### src/rtl/cas_pkg.sv
// Shared types and constants for the cassette FSK playback engine.
package cas_pkg;

  localparam int ADDR_W    = 25;
  // CoCo FSK half-periods at 50 MHz: 1200 Hz for a 0-bit, 2400 Hz for a 1-bit
  localparam int HALF0_50M = 20833;
  localparam int HALF1_50M = 10417;

  typedef enum logic [2:0] {
    IDLE,
    FETCH,
    WAIT,
    PLAY,
    EOT
  } state_t;

endpackage

### src/rtl/cas_halfcycle_timer.sv
// Loadable down-counter with a pause enable and a one-cycle done pulse.
// done fires in the cycle the count sits at zero; a load in that same
// cycle rearms the timer so back-to-back periods have no gap.
module cas_halfcycle_timer #(
  parameter int W = 16
) (
  input  logic         clk,
  input  logic         reset,
  input  logic         clr,
  input  logic         en,
  input  logic         load,
  input  logic [W-1:0] load_val,
  output logic         done
);

  logic [W-1:0] cnt;
  logic         busy;

  assign done = busy && en && (cnt == '0);

  // count down while armed and enabled; load wins over expiry
  always_ff @(posedge clk) begin
    if (reset || clr) begin
      cnt  <= '0;
      busy <= 1'b0;
    end else if (load) begin
      cnt  <= load_val;
      busy <= 1'b1;
    end else if (done) begin
      busy <= 1'b0;
    end else if (busy && en) begin
      cnt <= cnt - W'(1);
    end
  end

endmodule

### src/rtl/cas_fsk_player.sv
// Cassette playback: fetches .CAS bytes from SDRAM and plays them LSB-first
// as CoCo FSK (one 1200 Hz cycle per 0-bit, one 2400 Hz cycle per 1-bit).
// The next byte is prefetched during bit 0 so consecutive bytes are gapless.
module cas_fsk_player
  import cas_pkg::*;
#(
  parameter int HALF0  = HALF0_50M,
  parameter int HALF1  = HALF1_50M,
  parameter int RD_LAT = 8
) (
  input  logic              clk,
  input  logic              reset,
  input  logic              en,
  input  logic              rewind,
  input  logic [ADDR_W-1:0] tape_len,
  output logic [ADDR_W-1:0] sdram_addr,
  output logic              sdram_rd,
  input  logic [7:0]        sdram_data,
  output logic              data,
  output logic              eot
);

  localparam int CW = $clog2(HALF0 + 1);
  localparam int LW = $clog2(RD_LAT + 1);

  state_t        state, state_nxt;
  logic [7:0]    shreg, nxt, src_byte;
  logic          nxt_v, first;
  logic [2:0]    bit_idx;
  logic          rd, lat_load, lat_done;
  logic          half_load, half_done, half_en;
  logic [CW-1:0] half_val;
  logic          start, use_nxt, cap_nxt, hi_to_lo, next_bit;

  // timer reload value for a bit's half-period
  function automatic logic [CW-1:0] half_of(input logic b);
    return b ? CW'(HALF1 - 1) : CW'(HALF0 - 1);
  endfunction

  assign half_en  = (state == PLAY) && en;
  assign sdram_rd = rd && !rewind;
  assign eot      = (state == EOT);
  assign src_byte = use_nxt ? nxt : sdram_data;

  cas_halfcycle_timer #(.W(CW)) u_half (
    .clk      (clk),
    .reset    (reset),
    .clr      (rewind),
    .en       (half_en),
    .load     (half_load),
    .load_val (half_val),
    .done     (half_done)
  );

  // the SDRAM never pauses, so the read-latency timer always runs
  cas_halfcycle_timer #(.W(LW)) u_lat (
    .clk      (clk),
    .reset    (reset),
    .clr      (rewind),
    .en       (1'b1),
    .load     (lat_load),
    .load_val (LW'(RD_LAT)),
    .done     (lat_done)
  );

  // state register; rewind parks the engine in IDLE for as long as it is held
  always_ff @(posedge clk) begin
    if (reset || rewind) state <= IDLE;
    else                 state <= state_nxt;
  end

  // next state, strobes and datapath controls
  always_comb begin
    state_nxt = state;
    rd        = 1'b0;
    lat_load  = 1'b0;
    half_load = 1'b0;
    half_val  = half_of(1'b0);
    start     = 1'b0;
    use_nxt   = 1'b0;
    cap_nxt   = 1'b0;
    hi_to_lo  = 1'b0;
    next_bit  = 1'b0;
    unique case (state)
      IDLE: begin
        if (sdram_addr >= tape_len) state_nxt = EOT;
        else if (en)                state_nxt = FETCH;
      end
      FETCH: begin
        rd        = 1'b1;
        lat_load  = 1'b1;
        state_nxt = WAIT;
      end
      WAIT: begin
        // a read landing while paused is parked in nxt until en returns
        if (en && (lat_done || nxt_v)) begin
          start     = 1'b1;
          use_nxt   = !lat_done;
          state_nxt = PLAY;
        end else if (lat_done) begin
          cap_nxt = 1'b1;
        end
      end
      PLAY: begin
        cap_nxt = lat_done;
        if (en && first && (sdram_addr < tape_len)) begin
          rd       = 1'b1;
          lat_load = 1'b1;
        end
        if (half_done) begin
          if (data) begin
            hi_to_lo  = 1'b1;
            half_load = 1'b1;
            half_val  = half_of(shreg[bit_idx]);
          end else if (bit_idx != 3'd7) begin
            next_bit  = 1'b1;
            half_load = 1'b1;
            half_val  = half_of(shreg[bit_idx + 3'd1]);
          end else if (nxt_v) begin
            start   = 1'b1;
            use_nxt = 1'b1;
          end else begin
            state_nxt = EOT;
          end
        end
      end
      EOT: ;
      default: state_nxt = IDLE;
    endcase
    if (start) begin
      half_load = 1'b1;
      half_val  = half_of(src_byte[0]);
    end
  end

  // address, shift register, prefetch buffer and the FSK output level
  always_ff @(posedge clk) begin
    if (reset) begin
      sdram_addr <= '0;
      nxt_v      <= 1'b0;
      nxt        <= '0;
      shreg      <= '0;
      bit_idx    <= '0;
      first      <= 1'b0;
      data       <= 1'b0;
    end else if (rewind) begin
      sdram_addr <= '0;
      nxt_v      <= 1'b0;
      bit_idx    <= '0;
      first      <= 1'b0;
      data       <= 1'b0;
    end else begin
      if (state == PLAY && en) first <= 1'b0;
      if (cap_nxt) begin
        nxt        <= sdram_data;
        nxt_v      <= 1'b1;
        sdram_addr <= sdram_addr + ADDR_W'(1);
      end
      if (start) begin
        shreg   <= src_byte;
        bit_idx <= '0;
        data    <= 1'b1;
        first   <= 1'b1;
        if (use_nxt) nxt_v      <= 1'b0;
        else         sdram_addr <= sdram_addr + ADDR_W'(1);
      end
      if (hi_to_lo) data <= 1'b0;
      if (next_bit) begin
        bit_idx <= bit_idx + 3'd1;
        data    <= 1'b1;
      end
      if (state_nxt == EOT) data <= 1'b0;
    end
  end

endmodule

### config.mk
export PLATFORM = sky130hd
export DESIGN_NAME = cas_fsk_player
export DESIGN_NICKNAME = d
export VERILOG_FILES = /design/src/rtl/cas_pkg.sv /design/src/rtl/cas_halfcycle_timer.sv /design/src/rtl/cas_fsk_player.sv
export SDC_FILE = /design/constraint.sdc
export NUM_CORES = 1
export LEC_CHECK = 0
export ABC_AREA = 1
export CAP_MARGIN = 10
export CELL_PAD_IN_SITES_DETAIL_PLACEMENT = 1
export CELL_PAD_IN_SITES_GLOBAL_PLACEMENT = 2
export CORE_MARGIN = 2
export CORE_UTILIZATION = 33
export CTS_BUF_LIST = sky130_fd_sc_hd__clkbuf_8 sky130_fd_sc_hd__clkbuf_16
export CTS_CLUSTER_DIAMETER = 150
export DETAILED_ROUTE_END_ITERATION = 8
export PLACE_DENSITY = 0.91
export SYNTH_ARGS = -nofsm -noshare
export SYNTH_HDL_FRONTEND = slang
export SYNTH_SLANG_ARGS = --single-unit
### constraint.sdc
create_clock -name clk -period 3.58 [get_ports clk]
set_input_delay 0.716 -clock clk [delete_from_list [all_inputs] [get_ports clk]]
set_output_delay 0.716 -clock clk [all_outputs]
set_load 0.1 [all_outputs]
==> impl_metrics.json, run 1 <==
{
  "maxSlewViolCount": 0,
  "drt_iter0_drc": 241,
  "ys_top_cells_by_count": "nand2_1, inv_1, nor2_1",
  "fin_crit_sh_pct": 95.1,
  "setup_viol": 0,
  "synthAdderAreaFrac_pct": 8.13,
  "drc_errors": 0,
  "p_total_mw": 1.75,
  "syn_nets": 832,
  "synth-main-ff-cell": "dfxtp_1",
  "clock.fmax_ghz": 0.294,
  "hold_class": "flop to flop",
  "crit_required_ps": 2860,
  "worstPathMaxFanout": 4,
  "insertion_delay_ps": 350,
  "p_leak_nw": 2.60,
  "grt-ovfl-total": 0,
  "yosysUniqueCellTypes": 42,
  "fillerInstances": 1909,
  "routed_via_density": 5.02,
  "antenna_found_initial": 0,
  "powerDensity_nw_per_um2": 291,
  "cts-buffers-inserted": 9,
  "cp-start-kind": "input pin",
  "synth_mux_area_share_pct": 0,
  "yosysTopAreaCell": "dfxtp_1",
  "final_nets": 895,
  "grt_pass1_vias": 5475,
  "arrival_ps": 2690,
  "irDropWorstVdd_mv": 0.249,
  "postSynthAreaPerCell_um2": 6.45,
  "worst_pin_slew_ps": 1000,
  "synth.most_common_cell": "nand2_1",
  "place_congestion": 0.882,
  "grt_pass1_wl_mm": 25.8,
  "synth_edf_count": 0,
  "hold_viol_final": 0,
  "layout.cells.non_filler": 1015,
  "synth_area_leaders": "dfxtp_1, nand2_1, ha_1",
  "rsz0062_at_grt": "no",
  "clk_path_buf_depth": 2,
  "routedWlPerCell_um": 14.6,
  "ioPinCount": 65,
  "die_w_um": 126,
  "row_count": 44,
  "path_class": "input pin to output pin",
  "final_util_pct": 41.3,
  "synth-xor-area-share_pct": 2.49,
  "synth_top_family_by_area": "simple AND/OR/NAND/NOR gates",
  "synth_area_um2": 4920,
  "clk_pin_slew_ps": 60,
  "synth_compound_area_share_pct": 14.7,
  "cts_tree": "built",
  "netlist_instances": 763,
  "first_pass_iters": 4,
  "area_delta_synth_final_pct": 22.0,
  "synth-simple-area-share_pct": 34.9,
  "h-tree-depth": 3,
  "status": "completed",
  "seq_area_um2": 1420,
  "track_usage_pct": 19.5,
  "place_inst": 999,
  "multiInputGateArea_um2": 2990,
  "fin_setup_tns_ps": 0,
  "layout-drive-gt1-share_pct": 8.78,
  "via_count": 5094,
  "cts.sink_count": 71,
  "initial_utilization_pct": 33.9,
  "cp-end-kind": "output pin",
  "portBuffers": 64,
  "grt_max_degree": 27,
  "yosys_warnings": 0,
  "fin_crit_ps": 3400,
  "dpl.hpwl_mm": 11.5,
  "fin_skew_ps": 8.13,
  "synth_top_area_share_pct": 28.9,
  "die_h_um": 126,
  "relSlewSlack_pct": 33.0,
  "maxCapViolCount": 0,
  "drt-total-wl_mm": 14.9,
  "diodes": 0,
  "root_buffer": "clkbuf_16",
  "dieArea_um2": 15900,
  "yosysSeqAreaShare_pct": 28.9,
  "synth-async-reset-ratio_pct": 0,
  "ys_seq_elements": 71,
  "core_area_um2": 14500,
  "ant_nets": 0
}
cell type report:
class | instances | area share (%)
clock buffer | 10 | 3.98
sequential | 71 | 23.7
multi-input combinational | 564 | 49.7
tap | 184 | 3.83
timing repair buffer | 70 | 11.3
clock inverter | 6 | 0.625
inverter | 110 | 6.94
metal layers:
metal	routed length [um]	vias to the layer above	GRT usage (%)
met2	7260	77	35.0
met4	262	0	5.82
met3	502	21	3.74
li1	-	2587	-
met5	0	-	0
met1	6830	2409	23.4
placed cells by master (no fill, tap or decap), types with 5 or more instances in the layout:
cell / Yosys / routed
buf_4: 3 / 14
nand4_1: 12 / 12
nor3_1: 9 / 8
clkdlybuf4s50_1: 0 / 55
a21oi_1: 70 / 69
dfxtp_1: 71 / 71
nand3_2: 4 / 5
nor2_2: 7 / 7
o21ai_0: 51 / 51
nor3_2: 5 / 6
nor2_1: 91 / 91
inv_2: 6 / 6
ha_1: 32 / 32
nand2_1: 194 / 194
clkbuf_16: 0 / 9
inv_1: 101 / 102
xor2_1: 13 / 13
nand3_1: 35 / 34
registers in the layout, indices dropped and copies added (netlist names):
signal       cells
sdram_addr      25
u_half.cnt      15
nxt              8
shreg            8
u_lat.cnt        4
bit_idx          3
state            3
data             1
first            1
nxt_v            1
u_half.busy      1
u_lat.busy       1
power by group:
part	leakage, nW	internal [mW]	total, mW	switching (mW)
sequential	0.572	0.791	0.793	0.00180
clock	0.136	0.484	0.851	0.367
combinational	1.89	0.0529	0.104	0.0513
total	2.60	1.33	1.75	0.420
path summary, 6_finish.rpt:
| check | startpoint | cells past startpoint | to | slack, ps |
|---|---|---|---|---|
| max | tape_len[22] | 12 | sdram_rd | 180 |
| min | state[2] | 1 | state[1] | 480 |
| max reg2reg | bit_idx[0] | 11 | u_half.cnt[7] | 1140 |
| min reg2reg | state[2] | 1 | state[1] | 480 |
logic make-up after synthesis:
group | count (synthesis)
and+or+nand+nor | 380
AOI/OAI and AO/OA | 138
buffers and inverters | 128
DFF | 71
adders and majority gates | 32
xor gates and xnor gates | 14
timing repair:
action	CTS	global route
hold buffers	0	0
setup endpoints to repair	0	1
resized for setup	0	2
buffers inserted	0	0
critical path, stage by stage:
cell and delay [ps]:
clkdlybuf4s50_1 460, inv_1 40, ha_1 300, a21oi_1 160, nor2_1 50, nor2_1 80, nand3_1 110, a21oi_1 140
buf_4 150, nand3_2 130, a21oi_4 170, buf_12 190
through the flow:
stage | instance area, um2 | setup WS, ps | hold slack (ps)
2_1_floorplan | 4930 | 157 | 444
3_3_place_gp | 5720 | 61.3 | 453
3_5_place_dp | 5720 | 22.2 | 474
4_1_cts | 6000 | 17.3 | 481
5_1_grt | 6010 | 5.56 | 508
6_report | 6010 | 175 | 478
(Power assumes the default switching activity.)
==> inputs of run 2 (changes only) <==
- GPL_ROUTABILITY_DRIVEN: not set -> 0
- SLEW_MARGIN: not set -> 20
==> results of run 2 <==
Final layout, timing and power as in run 1 (identical DEF).
==> inputs of run 3 (changes only) <==
- CTS_CLUSTER_SIZE: not set -> 40
==> results of run 3 <==
Final layout, timing and power as in run 1 (identical DEF).
